`config.mk`:
```
export PLATFORM = sky130hd
export DESIGN_NAME = pll_reset_sequencer
export DESIGN_NICKNAME = d
export VERILOG_FILES = /design/src/rtl/pll_rst_pkg.sv /design/src/rtl/sync_2ff.sv /design/src/rtl/pll_reset_sequencer.sv
export SDC_FILE = /design/constraint.sdc
export NUM_CORES = 1
export LEC_CHECK = 0
export BUFFER_PORTS_ARGS = -buffer_cell sky130_fd_sc_hd__buf_2
export CAP_MARGIN = 20
export CORE_ASPECT_RATIO = 0.9
export CORE_MARGIN = 2
export CORE_UTILIZATION = 52
export DETAILED_ROUTE_END_ITERATION = 8
export GPL_ROUTABILITY_DRIVEN = 1
export GPL_TIMING_DRIVEN = 1
export PLACE_DENSITY = 0.83
export SLEW_MARGIN = 20
export SYNTH_ARGS = -nofsm -noshare
export SYNTH_HDL_FRONTEND = slang
export SYNTH_SLANG_ARGS = --single-unit
```
`constraint.sdc`:
```
create_clock -name gclk -period 2 [get_ports gclk]
set_clock_uncertainty 0.2 [all_clocks]
set_input_delay 0.2 -clock gclk [delete_from_list [all_inputs] [get_ports gclk]]
set_output_delay 0.2 -clock gclk [all_outputs]
set_load 0.03 [all_outputs]
```
`src/rtl/pll_rst_pkg.sv`:
```
// Shared types and constants for the PLL reset sequencer.
package pll_rst_pkg;

    localparam int unsigned RELOCK_W = 8;
    localparam int unsigned STATE_W  = 3;

    typedef enum logic [STATE_W-1:0] {
        ST_PLL_RST   = 3'd0,
        ST_WAIT_LOCK = 3'd1,
        ST_STABLE    = 3'd2,
        ST_RELEASE   = 3'd3,
        ST_RUN       = 3'd4,
        ST_FAULT     = 3'd5
    } state_t;

endpackage

```
`src/rtl/sync_2ff.sv`:
```
// Two-flop synchroniser for asynchronous status inputs.
module sync_2ff #(
    parameter int unsigned WIDTH = 1
) (
    input  logic             clk,
    input  logic             reset,
    input  logic [WIDTH-1:0] d,
    output logic [WIDTH-1:0] q
);

    logic [WIDTH-1:0] meta;

    always_ff @(posedge clk) begin
        if (reset) begin
            meta <= '0;
            q    <= '0;
        end else begin
            meta <= d;
            q    <= meta;
        end
    end

endmodule

```
`src/rtl/pll_reset_sequencer.sv`:
```
// PLL reset/lock supervisor with staggered release of downstream domain resets,
// automatic re-sequencing on loss of lock and a fault after bounded retries.
module pll_reset_sequencer
    import pll_rst_pkg::*;
#(
    parameter int unsigned NUM_CH             = 4,
    parameter int unsigned PLL_RST_CYCLES     = 8,
    parameter int unsigned LOCK_STABLE_CYCLES = 1024,
    parameter int unsigned STAGGER_CYCLES     = 16,
    parameter int unsigned LOCK_TIMEOUT       = 65535,
    parameter int unsigned MAX_RETRY          = 3,
    parameter int unsigned CNT_W              = 16
) (
    input  logic                gclk,
    input  logic                reset,
    input  logic                pll_locked,
    input  logic                soft_rst,
    output logic                pll_rst,
    output logic [NUM_CH-1:0]   rst_out,
    output logic                all_ready,
    output logic                fault,
    output logic [RELOCK_W-1:0] relock_cnt,
    output logic [STATE_W-1:0]  state_dbg
);

    localparam int unsigned RETRY_W = $clog2(MAX_RETRY + 1);

    state_t              state, state_n;
    logic [CNT_W-1:0]    cnt, cnt_n;
    logic [RETRY_W-1:0]  retry, retry_n, retry_inc;
    logic [RELOCK_W-1:0] relock_n;
    logic [NUM_CH-1:0]   rst_out_n, clr_mask;
    logic                pll_rst_n, all_ready_n, fault_n;
    logic                restart;
    logic                lock_s;

    sync_2ff #(.WIDTH(1)) u_lock_sync (
        .clk   (gclk),
        .reset (reset),
        .d     (pll_locked),
        .q     (lock_s)
    );

    assign state_dbg = state;

    // State and registered outputs
    always_ff @(posedge gclk) begin
        if (reset) begin
            state      <= ST_PLL_RST;
            cnt        <= '0;
            retry      <= '0;
            relock_cnt <= '0;
            pll_rst    <= 1'b1;
            rst_out    <= '1;
            all_ready  <= 1'b0;
            fault      <= 1'b0;
        end else begin
            state      <= state_n;
            cnt        <= cnt_n;
            retry      <= retry_n;
            relock_cnt <= relock_n;
            pll_rst    <= pll_rst_n;
            rst_out    <= rst_out_n;
            all_ready  <= all_ready_n;
            fault      <= fault_n;
        end
    end

    // Next-state and next-output logic
    always_comb begin
        state_n   = state;
        cnt_n     = cnt + CNT_W'(1);
        retry_n   = retry;
        retry_inc = retry + RETRY_W'(1);
        relock_n  = relock_cnt;
        restart   = 1'b0;
        clr_mask  = '0;
        rst_out_n = '1;

        for (int unsigned i = 0; i < NUM_CH; i++) begin
            if (cnt == CNT_W'(i * STAGGER_CYCLES)) clr_mask[i] = 1'b1;
        end

        case (state)
            ST_PLL_RST: begin
                if (cnt == CNT_W'(PLL_RST_CYCLES - 1)) state_n = ST_WAIT_LOCK;
            end
            ST_WAIT_LOCK: begin
                if (lock_s) begin
                    state_n = ST_STABLE;
                end else if (cnt == CNT_W'(LOCK_TIMEOUT - 1)) begin
                    retry_n = retry_inc;
                    state_n = (retry_inc == RETRY_W'(MAX_RETRY)) ? ST_FAULT : ST_PLL_RST;
                end
            end
            ST_STABLE: begin
                if (!lock_s) begin
                    state_n = ST_WAIT_LOCK;
                end else if (cnt == CNT_W'(LOCK_STABLE_CYCLES - 1)) begin
                    state_n = ST_RELEASE;
                end
            end
            ST_RELEASE: begin
                rst_out_n = rst_out & ~clr_mask;
                if (!lock_s) begin
                    state_n = ST_PLL_RST;
                end else if (cnt == CNT_W'((NUM_CH - 1) * STAGGER_CYCLES)) begin
                    state_n = ST_RUN;
                end
            end
            ST_RUN: begin
                rst_out_n = '0;
                if (!lock_s) begin
                    state_n = ST_PLL_RST;
                    retry_n = '0;
                    if (relock_cnt != '1) relock_n = relock_cnt + RELOCK_W'(1);
                end
            end
            ST_FAULT: begin
                state_n = ST_FAULT;
            end
            default: begin
                state_n = ST_PLL_RST;
            end
        endcase

        // Software restart overrides everything, including a concurrent lock loss
        if (soft_rst) begin
            state_n  = ST_PLL_RST;
            retry_n  = '0;
            relock_n = relock_cnt;
            restart  = 1'b1;
        end

        if (state_n != state || restart) cnt_n = '0;

        if (!(state_n inside {ST_RELEASE, ST_RUN})) rst_out_n = '1;

        pll_rst_n   = (state_n inside {ST_PLL_RST, ST_FAULT});
        all_ready_n = (state_n == ST_RUN);
        fault_n     = (state_n == ST_FAULT);
    end

endmodule

```
# Word level (Yosys, flattened, before mapping)
# Cells that the tools add are included.
# word_totals
ff_bits,38
latch_bits,0
mem_bits_rw,0
mem_bits_ro,0
inputBits,4
out_inout_bits,18
wordCells,71
memories,0
# op_classes
n_addsub,3
multipliers,0
div,0
n_lt_le_gt_ge,0
n_eq_ne,20
shifts,0
muxes,21
n_bitwise,5
n_reduce_logical,12
# op_table
op,n
16-bit by 6-bit == test with 1-bit output (second input constant),2
3-bit two-way mux,10
3-bit case mux with 6 select lines,1
16-bit by 1-bit adder with 16-bit output (second input constant),1
16-bit by 10-bit == test with 1-bit output (second input constant),1
16-bit == test (second input constant),1
16-bit by 3-bit == test with 1-bit output (second input constant),1
16-bit by 5-bit == test with 1-bit output (second input constant),1
16-bit logical NOT,1
3-bit == test (second input constant),4
3-bit by 2-bit == test with 1-bit output (second input constant),3
8-bit by 1-bit adder with 8-bit output (second input constant),1
8-bit != test (second input constant),1
4-bit case mux with 2 select lines,1
4-bit AND reduction,2
3-bit logical NOT,2
2-bit two-way mux,3
2-bit != test (second input constant),3
2-bit nonzero test,3
2-bit OR reduction,3
1-bit two-way mux,5
4-bit bitwise AND,1
4-bit NOT,1
2-bit case mux with 2 select lines,1
6 further kinds,8

# Depth between registers and ports, before layout
# Gate-level depths: netlist of the first run.
# depth
word_depth,11
depth_mapped,9
ltp_nobuf,8

# Cells and area by module
# A second synthesis of the first run with hierarchy kept.
# hier_totals
cells_unflattened,227
area_unflattened_um2,1990.7
# modules_own_cells
mod,n_inst,cells_each,area_per_inst_um2
pll_reset_sequencer,1,223,1938.1
sync_2ff,1,4,52.6

# Least setup slack after synthesis of the first run
# Ideal clock, no wire load.
# synth_path
path_type,reg-to-reg
startpoint,reg state[2] (netlist: state_dbg[2])
endpoint,reg cnt[11]
setup_ns,0.062
arrival_ns,1.982
t_required_ns,1.738
path_slack_ns,-0.245
path_stages_with_launch,8
n_path_buf,1
period_less_slack_ns,2.245
cell_sequence,dfxtp_1 nand2b_1 mux2i_1 a22oi_1 a2111oi_4 o221ai_4 buf_8 nor2_2
# synth_via
elab_chain_cells,7
# synth_lines
element,line_no,rtl
from (decl),pll_reset_sequencer.sv:28,"state_t state, state_n;"
from (signal assigned),pll_reset_sequencer.sv:58,state <= state_n;
"3-bit two-way mux, on equally long branches","pll_reset_sequencer.sv:107, pll_reset_sequencer.sv:91, pll_reset_sequencer.sv:99",
"3-bit two-way mux, on equally long branches","pll_reset_sequencer.sv:105, pll_reset_sequencer.sv:89, pll_reset_sequencer.sv:97",
3-bit case mux with 6 select lines,pll_reset_sequencer.sv:84,case (state)
3-bit two-way mux,pll_reset_sequencer.sv:128,if (soft_rst) begin
3-bit != test (*),pll_reset_sequencer.sv:135,if (state_n != state || restart) cnt_n = '0;
1-bit logical OR (*),pll_reset_sequencer.sv:135,
2-bit OR reduction (no line) (*),-,
to (signal assigned),pll_reset_sequencer.sv:59,cnt <= cnt_n;
to (decl),pll_reset_sequencer.sv:29,"logic [CNT_W-1:0] cnt, cnt_n;"
# Mark *: on every way between the ends. The rest lies on a longest branch, timed or not.
# A chain may end at the register's enable or synchronous reset.

# Worst setup path after layout of the first run
# layout_path
startpoint,reg cnt[12]
endpoint,reg cnt[4]
# layout_via
elab_chain_cells,8
# layout_lines
element,line_no,rtl
"16-bit by 6-bit == test with 1-bit output, or another cell as far along",pll_reset_sequencer.sv:107,end else if (cnt == CNT_W'((NUM_CH - 1) * STAGGER_CYCLES)) begin
"3-bit two-way mux, on equally long branches","pll_reset_sequencer.sv:107, pll_reset_sequencer.sv:91, pll_reset_sequencer.sv:99",
"3-bit two-way mux, on equally long branches","pll_reset_sequencer.sv:105, pll_reset_sequencer.sv:89, pll_reset_sequencer.sv:97",
3-bit case mux with 6 select lines (*),pll_reset_sequencer.sv:84,
3-bit two-way mux (*),pll_reset_sequencer.sv:128,
3-bit != test (*),pll_reset_sequencer.sv:135,
1-bit logical OR (*),pll_reset_sequencer.sv:135,
2-bit OR reduction (no line) (*),-,
# Marked as above.

==> impl_metrics.toml, run 1 <==
[run_status]
outcome = "finished, violations left"
violations = "negative setup slack"

[final_layout]
diodes = 0
nFillCells = 196
layout_common_cells = "buf_4 (55), nor2_1 (31), dfxtp_1 (24)"
nNetsFinal = 325
layout_commonest_cell = "buf_4"
area_growth_pct = 48.3
drive_gt1_share_pct = 51.7

[synthesis]
ys_seq_elements = 38
synth_top_family_by_area = "simple AND/OR/NAND/NOR gates"
yosysTopAreaCell = "dfxtp_1"
synth_warnings = 0
ys_top_cells_by_area = "dfxtp_1 (36%), nor2_1 (6.3%), xnor2_1 (4.6%)"
yosys.area_share.simple_pct = 34.3
yosysSeqAreaShare_pct = 36.5
synth-edff-count = 0
syn_nets = 244
synth_cell_types = 52
postSynth.topFlopCell = "dfxtp_1"
synth_xor_area_share_pct = 7.98
synth_compound_area_share_pct = 13.0
syn_avg_cell_area_sq_um = 8.87
syn-instance-count = 235
synth_top_area_share_pct = 36.5
async_reset_ff_share_pct = 0
synth_area_sq_um = 2080
synthAdderAreaFrac_pct = 3.00
muxShareOfSynthArea_pct = 0.960

[detailed_routing]
vias = 2153
routed_via_density = 5.93
drc = 0
wl_per_cell_um = 18.0
ant_nets = 0
wl_um = 6530
drt_pass1_iterations = 5
drt-initial-drc-count = 228

[power_and_ir_drop]
p_int_uw = 1070
clkPwrFrac_pct = 39.6
swShare_pct = 23.8
power_switching_uw = 335
p_leak_uw = 0.00122
p_comb_share_pct = 6.5
seqPwrFrac_pct = 53.9
powerDensity_nw_per_um2 = 456
peakVddDrop_uv = 473

[timing]
setup_ws_ns = -0.316
hold_viol_final = 0
slew_headroom_pct = 60.6
finalSetupTns_ns = -6.58
worst-slew-pin-transition_ns = 0.589
min_period_ns = 2.32
post-route-period-util_pct = 116
fmax_mhz = 432
slew_violations = 0
rsz0062_at_grt = "true"
finalSetupViolations = 28

[hold_path]
hp-class = "primary input to register"

[worst_setup_path]
crit_family = "simple AND/OR/NAND/NOR gates"
cp_data_required_time_ns = 1.98
path_class = "register to register"
endpoint_kind = "register"
crit_chain = "nor4_4 > buf_4 > nand4_1 > o21ai_4 > buf_6 > a2111oi_4 > o221ai_4 > buf_12 > nor2_1"
path_buf_inv = 3
slowest_stage = "dfxtp_4"
arrival_ns = 2.30
worstPathMaxFanout = 16
r2r_slack_ns = -0.32
cp-start-kind = "register"
critPathMaxStageDelay_ns = 0.37

[floorplanning]
die-area_sq_um = 4530
boundaryPins = 22
die_w_um = 70.7
die_h_um = 64.1
fp-row-count = 21
start_util_pct = 55.1
core_area_sq_um = 3780

[clocking]
clk_latency_ns = 0.30
tritoncts = "yes"
htree_levels = 2
clockBufferDepth = 2
cts-buffers-inserted = 5
root_buffer = "clkbuf_8"
path_clk_slew_ns = 0.08
cts_sinks = 38

[global_routing]
grt_antenna_before_repair = 0
grt_max_degree = 17
grt_overflow = 0
grt_pass1_wl_um = 9450
track_usage_pct = 26.2
grt_pass1_vias = 2016

[place]
port_buffers = 21
finalWeightedCongestion = 0.904
pre_cts_ws_ns = -0.316
hpwl_um = 3650

[run]
maxCapViolCount = 0
layer usage:
layer | routed length [um] | vias up | GRT usage (%)
li1 | - | 992 | -
met1 | 2690 | 998 | 33.7
met2 | 3140 | 118 | 43.1
met3 | 396 | 45 | 5.05
met4 | 304 | 0 | 10.8
met5 | 0 | - | 0
cell families after synthesis:
logic type / after synthesis
compound gates: 33
buf+inv: 17
mux: 2
xor+xnor: 19
simple gates: 121
fa+ha+maj: 5
flops: 38
Yosys cell counts (2+ instances only):
| library cell | n |
|---|---|
| a21boi_1 | 2 |
| a21o_1 | 2 |
| a21oi_1 | 5 |
| and2_1 | 3 |
| and4_1 | 2 |
| buf_2 | 3 |
| buf_4 | 2 |
| clkbuf_1 | 3 |
| dfxtp_1 | 38 |
| ha_1 | 5 |
| inv_1 | 7 |
| mux2i_1 | 2 |
| nand2_1 | 15 |
| nand2b_1 | 4 |
| nand3_1 | 8 |
| nand4_1 | 9 |
| nor2_1 | 35 |
| nor2_2 | 10 |
| nor2b_1 | 4 |
| nor3_1 | 6 |
| nor4_1 | 2 |
| nor4_2 | 2 |
| nor4b_1 | 3 |
| o21ai_0 | 9 |
| o21ai_2 | 2 |
| o22ai_1 | 2 |
| or2_2 | 3 |
| or3_1 | 6 |
| xnor2_1 | 11 |
| xor2_1 | 8 |
final timing paths:
| kind | from | end | cells after the start |
|---|---|---|---|
| setup / recovery | cnt[12]$_SDFF_PP0_ | cnt[4]$_SDFF_PP0_ | 9 |
| hold reg to reg | u_lock_sync.meta$_SDFF_PP0_ | u_lock_sync.q$_SDFF_PP0_ | 1 |
| setup reg to reg | cnt[12]$_SDFF_PP0_ | cnt[4]$_SDFF_PP0_ | 9 |
| hold / removal | reset | relock_cnt[5]$_SDFFE_PP0P_ | 3 |
through the flow:
step | total power (uW) | hold WS [ns] | util (%) | std cells | cell area [sq um]
after detailed placement | 856 | 0.217 | 68.5 | 341 | 2590
after CTS | 1390 | 0.127 | 75.7 | 356 | 2860
after global routing | 1450 | 0.166 | 81.7 | 363 | 3090
after floorplan | 828 | 0.128 | - | 235 | 2110
final | 1410 | 0.159 | 81.7 | 363 | 3090
after global placement | 854 | 0.209 | 68.5 | 341 | 2590
registers in the layout (all words and copies together) (netlist names):
register / cells
cnt: 16
fault: 1
relock_cnt: 8
retry: 2
all_ready: 1
rst_out: 4
pll_rst: 1
u_lock_sync.meta: 1
state_dbg: 3
u_lock_sync.q: 1
worst min-delay path, cell delays in order:
cell     delay (ns)
buf_2          0.13
buf_4          0.24
a21oi_2        0.04
timing repair:
action	CTS	global route
pin swaps	11	16
cloned	0	0
setup endpoints to repair	29	31
gates resized for setup	32	39
hold buffers	1	0
endpoints found under the hold margin	1	0
buffers inserted	6	8
area by class of cell:
cell class                 instances  area [sq um]  share of cell area [%]
clock buffer                       7          86.3                    2.79
timing repair buffer              84           616                    19.9
clock inverter                     1          5.00                   0.162
inverter                           7          31.3                    1.01
tap                               46          57.6                    1.86
sequential                        38           793                    25.7
multi-input combinational        180          1500                    48.6
power by group through the flow:
stage	logic [uW]	registers (uW)	clock network [uW]
after global placement	72.7	782	0
final	91.2	760	558
after global routing	96.5	760	596
after detailed placement	74.4	782	0
after floorplan	45.9	782	0
after CTS	79.8	761	551
No activity file was read; power rests on OpenSTA's default activity.
==> run 2, diff against run 1 <==
--- a/config.mk
+++ b/config.mk
@@ -9,11 +9,11 @@
 export CAP_MARGIN = 20
 export CORE_ASPECT_RATIO = 0.9
 export CORE_MARGIN = 2
-export CORE_UTILIZATION = 52
+export CORE_UTILIZATION = 50
 export DETAILED_ROUTE_END_ITERATION = 8
 export GPL_ROUTABILITY_DRIVEN = 1
 export GPL_TIMING_DRIVEN = 1
-export PLACE_DENSITY = 0.83
+export PLACE_DENSITY = 0.8
 export SLEW_MARGIN = 20
 export SYNTH_ARGS = -nofsm -noshare
 export SYNTH_HDL_FRONTEND = slang
==> run 2 against run 1 <==
Compared with the run above:
- core utilization fell by 11 points
- the run still ends with negative setup slack left
- wire length fell by 19%
- critical path depth fell by 2
- first-iteration DRC count fell by 45%
- setup slack improved by 0.075 ns
- clock power fell by 0.9%
- sequential share of layout area rose by 1.5 points
- global-route usage fell by 3.1 points
- sequential cell count did not move
==> impl_metrics.toml, run 2 (synthesized netlist as in run 1, its figures left out) <==
[clocking]
root_buffer = "clkbuf_8"
clk_latency_ns = 0.29
clockBufferDepth = 2
cts_sinks = 38
tritoncts = "yes"
htree_levels = 2
path_clk_slew_ns = 0.08
cts-buffers-inserted = 5

[place]
finalWeightedCongestion = 0.915
port_buffers = 21
placed_cell_area_sq_um = 2620
hpwl_um = 3640

[run_status]
outcome = "finished, violations left"
violations = "negative setup slack"

[detailed_routing]
routed_via_density = 5.38
wl_per_cell_um = 14.5
drt_pass1_iterations = 4
ant_nets = 0
vias = 1962
drc = 0
wl_um = 5290
drt-initial-drc-count = 125

[global_routing]
grt_max_degree = 17
grt_antenna_before_repair = 0
track_usage_pct = 23.1
grt_overflow = 0
grt_pass1_vias = 1902
grt_pass1_wl_um = 8580

[power_and_ir_drop]
peakVddDrop_uv = 467
p_leak_uw = 0.00118
p_total_uw = 1400
powerDensity_nw_per_um2 = 486

[timing]
worst-slew-pin-transition_ns = 0.520
slew_violations = 0
setup_ws_ns = -0.241
fmax_mhz = 446
slew_headroom_pct = 65.4
finalSetupTns_ns = -4.79
finalSetupViolations = 26
rsz0062_at_grt = "true"
holdWs_ns = 0.0839
min_period_ns = 2.24
post-route-period-util_pct = 112
hold_viol_final = 0

[final_layout]
diodes = 0
area_growth_pct = 38.0
multi_input_area_sq_um = 1320
layout_common_cells = "buf_4 (60), nor2_1 (34), dfxtp_1 (26)"
design_area_sq_um = 2880
reg.largest.list = "cnt: 16 flops, relock_cnt: 8 flops, rst_out: 4 flops"
final_util_pct = 71.1
regArea_sq_um = 781
largest-register = "cnt"
nFillCells = 291
largest_reg_flops = 16
drive_gt1_share_pct = 45.1
layout_commonest_cell = "buf_4"
nNetsFinal = 325

[floorplanning]
start_util_pct = 51.5
boundaryPins = 22
die-area_sq_um = 4700
core_area_sq_um = 4050
die_w_um = 72.1
fp-row-count = 22
die_h_um = 65.3

[run]
maxCapViolCount = 0

[worst_setup_path]
path_class = "register to register"
worstPathMaxFanout = 5
cp_data_required_time_ns = 2.03
arrival_ns = 2.27
cp-start-kind = "register"
endpoint_kind = "register"

[hold_path]
hp-class = "primary input to register"
## run 2: cell type report
cell class	instances	area share, %
Clock buffer	7	3.00
Multi-Input combinational cell	180	45.9
Inverter	7	0.913
Sequential cell	38	27.1
Tap cell	48	2.09
Clock inverter	1	0.174
Timing Repair Buffer	84	20.7
## run 2: what timing repair did
action / in CTS / in global routing
hold buffers: 1 / 0
setup endpoints to repair: 30 / 32
cloned: 0 / 0
endpoints found under the hold margin: 1 / 0
pin swaps: 2 / 13
gates resized for setup: 10 / 15
buffers inserted: 5 / 5
## run 2: per-layer routing
layer  vias up  part of all wire (%)  track usage [%]
met5         -                     0                0
met1       920                    45             29.6
met3        10                   4.6             5.52
li1        982                     -                -
met4         0                   1.5             9.43
met2        50                    48             37.2
## run 2: path summary, 6_finish.rpt
path,from,end,slack [ns],cells after the start
worst max-delay path,cnt[10]$_SDFF_PP0_,retry[1]$_SDFFE_PP0P_,-0.24,7
worst min-delay path,reset,all_ready$_SDFF_PP0_,0.08,3
worst max register to register,cnt[10]$_SDFF_PP0_,retry[1]$_SDFFE_PP0P_,-0.24,7
worst min register to register,u_lock_sync.meta$_SDFF_PP0_,u_lock_sync.q$_SDFF_PP0_,0.24,1
## run 2: power by group
part           leakage, uW  switching, uW  internal (uW)
logic             0.000817           43.3           38.4
clock network    0.0000482            275            278
registers         0.000313           3.89            758
## run 2: through the flow
stage / cells / setup WS [ns]
final: 365 / -0.241
after detailed placement: 346 / -0.346
after global placement: 346 / -0.342
after global routing: 365 / -0.333
after CTS: 360 / -0.216
after floorplan: 235 / -0.175
## run 2: critical path, cell delays in order, from the launching register on
cell and delay [ns]:
dfxtp_4 0.38, nand4_1 0.18, nor4_4 0.37, nor4b_4 0.32, buf_4 0.18, o21ai_4 0.06, or3_1 0.36, a21boi_1 0.14
==> run 3, diff against run 2 <==
--- a/config.mk
+++ b/config.mk
@@ -6,7 +6,6 @@
 export NUM_CORES = 1
 export LEC_CHECK = 0
 export BUFFER_PORTS_ARGS = -buffer_cell sky130_fd_sc_hd__buf_2
-export CAP_MARGIN = 20
 export CORE_ASPECT_RATIO = 0.9
 export CORE_MARGIN = 2
 export CORE_UTILIZATION = 50
@@ -14,6 +13,7 @@
 export GPL_ROUTABILITY_DRIVEN = 1
 export GPL_TIMING_DRIVEN = 1
 export PLACE_DENSITY = 0.8
+export SKIP_LAST_GASP = 1
 export SLEW_MARGIN = 20
 export SYNTH_ARGS = -nofsm -noshare
 export SYNTH_HDL_FRONTEND = slang
==> run 3 against run 2 <==
Compared with the run above:
- the flow still finishes with violations (negative setup slack)
- sequential cell count unchanged
- global-route usage unchanged
- first-iteration DRC count down 11%
- critical path type unchanged
- critical path depth unchanged
- setup slack worse by 0.042 ns
- hold slack better by 0.053 ns
==> impl_metrics.toml, run 3 (synthesized netlist as in run 1, its figures left out) <==
[place]
port_buffers = 21
finalWeightedCongestion = 0.915
hpwl_um = 3640
placed_cell_area_sq_um = 2620

[floorplanning]
die_w_um = 72.1
die_h_um = 65.3
boundaryPins = 22
start_util_pct = 51.5
fp-row-count = 22
core_area_sq_um = 4050
die-area_sq_um = 4700

[clocking]
cts-buffers-inserted = 5
tritoncts = "yes"
clk_latency_ns = 0.29
clockBufferDepth = 2
path_clk_slew_ns = 0.08
htree_levels = 2
cts_sinks = 38
root_buffer = "clkbuf_8"

[global_routing]
track_usage_pct = 23.1
grt_overflow = 0
grt_pass1_wl_um = 8580
grt_pass1_vias = 1899
grt_antenna_before_repair = 0
grt_max_degree = 17

[timing]
min_period_ns = 2.28
hold_viol_final = 0
post-route-period-util_pct = 114
worst-slew-pin-transition_ns = 0.464
setup_ws_ns = -0.284
finalSetupTns_ns = -5.68
rsz0062_at_grt = "true"
finalSetupViolations = 26
slew_headroom_pct = 69.1
slew_violations = 0
fmax_mhz = 438
holdWs_ns = 0.137

[run]
maxCapViolCount = 0

[worst_setup_path]
endpoint_kind = "register"
worstPathMaxFanout = 8
critPathMaxStageDelay_ns = 0.38
arrival_ns = 2.27
path_buf_inv = 1
crit_family = "simple AND/OR/NAND/NOR gates"
crit_chain = "nand4_1 > nor4_4 > nor4b_4 > a2111oi_4 > o221ai_4 > clkbuf_16 > nor2_2"
path_class = "register to register"
r2r_slack_ns = -0.28
cp-start-kind = "register"
slowest_stage = "dfxtp_4"
cp_data_required_time_ns = 1.99

[detailed_routing]
drt_pass1_iterations = 4
drt-initial-drc-count = 111
wl_um = 5390
drc = 0
wl_per_cell_um = 14.7
ant_nets = 0
vias = 1959
routed_via_density = 5.35

[final_layout]
reg.largest.list = "cnt: 16 flops, relock_cnt: 8 flops, rst_out: 4 flops"
drive_gt1_share_pct = 45.3
nNetsFinal = 326
final_util_pct = 72.4
diodes = 0
design_area_sq_um = 2930
largest-register = "cnt"
largest_reg_flops = 16
area_growth_pct = 40.5
nFillCells = 284
layout_commonest_cell = "buf_4"
multi_input_area_sq_um = 1330
regArea_sq_um = 788
layout_common_cells = "buf_4 (58), nor2_1 (32), dfxtp_1 (26)"

[power_and_ir_drop]
p_leak_uw = 0.00121
powerDensity_nw_per_um2 = 478
peakVddDrop_uv = 515

[hold_path]
hp-class = "primary input to register"

[run_status]
outcome = "finished, violations left"
violations = "negative setup slack"
[run 3: changes by cell type in the layout (fill, tap and decap cells not counted), moves of 2 or more]
cell     delta
buf_4       -2
buf_6       +2
dfxtp_2     -3
dfxtp_4     +3
inv_2       -2
inv_4       +2
nor2_1      -2
nor2_4      +2
[run 3: final timing paths]
kind                                                   from                        to  cells after the start
worst max-delay path                     cnt[10]$_SDFF_PP0_        cnt[12]$_SDFF_PP0_                      7
worst min-delay path                                  reset   state_dbg[0]$_SDFF_PP0_                      3
worst max register to register           cnt[10]$_SDFF_PP0_        cnt[12]$_SDFF_PP0_                      7
worst min register to register  u_lock_sync.meta$_SDFF_PP0_  u_lock_sync.q$_SDFF_PP0_                      1
[run 3: layout make-up]
cell class                      instances  share of cell area [%]
Timing Repair Buffer                   85                    21.5
Clock inverter                          1                   0.171
Inverter                                7                    1.07
Multi-Input combinational cell        180                    45.4
Tap cell                               48                    2.05
Clock buffer                            7                    2.95
Sequential cell                        38                    26.9
[run 3: worst register-to-register path: stages (launching register included)]
cell	delay (ns)
dfxtp_4	0.38
nand4_1	0.18
nor4_4	0.35
nor4b_4	0.37
a2111oi_4	0.16
o221ai_4	0.28
clkbuf_16	0.22
nor2_2	0.04
[run 3: through the flow]
stage          power [uW]  setup WS [ns]  cells
3_5_place_dp          856         -0.346    346
2_1_floorplan         828         -0.175    235
6_report             1400         -0.284    366
3_3_place_gp          853         -0.342    346
5_1_grt              1440         -0.372    366
4_1_cts              1400         -0.220    360
[run 3: routing by layer]
metal	up-vias	GRT usage, %	wire length, um
met3	12	5.52	264
met1	910	29.6	2500
li1	981	-	-
met2	56	37.2	2540
met5	-	0	0
met4	0	9.43	87
[run 3: report_power, final]
part | internal [uW] | total [uW] | switching, uW
sequential | 754 | 759 | 5.00
clock | 278 | 547 | 269
combinational | 45.7 | 92.0 | 46.3
total | 1080 | 1400 | 320
[run 3: what timing repair did]
| action | in CTS | in global routing |
|---|---|---|
| buffers inserted | 5 | 5 |
| endpoints found under the setup margin | 30 | 32 |
| pin swaps | 2 | 13 |
| gates cloned | 0 | 1 |
| gates resized for setup | 9 | 25 |
| hold buffers | 1 | 0 |
| endpoints found under the hold margin | 1 | 0 |
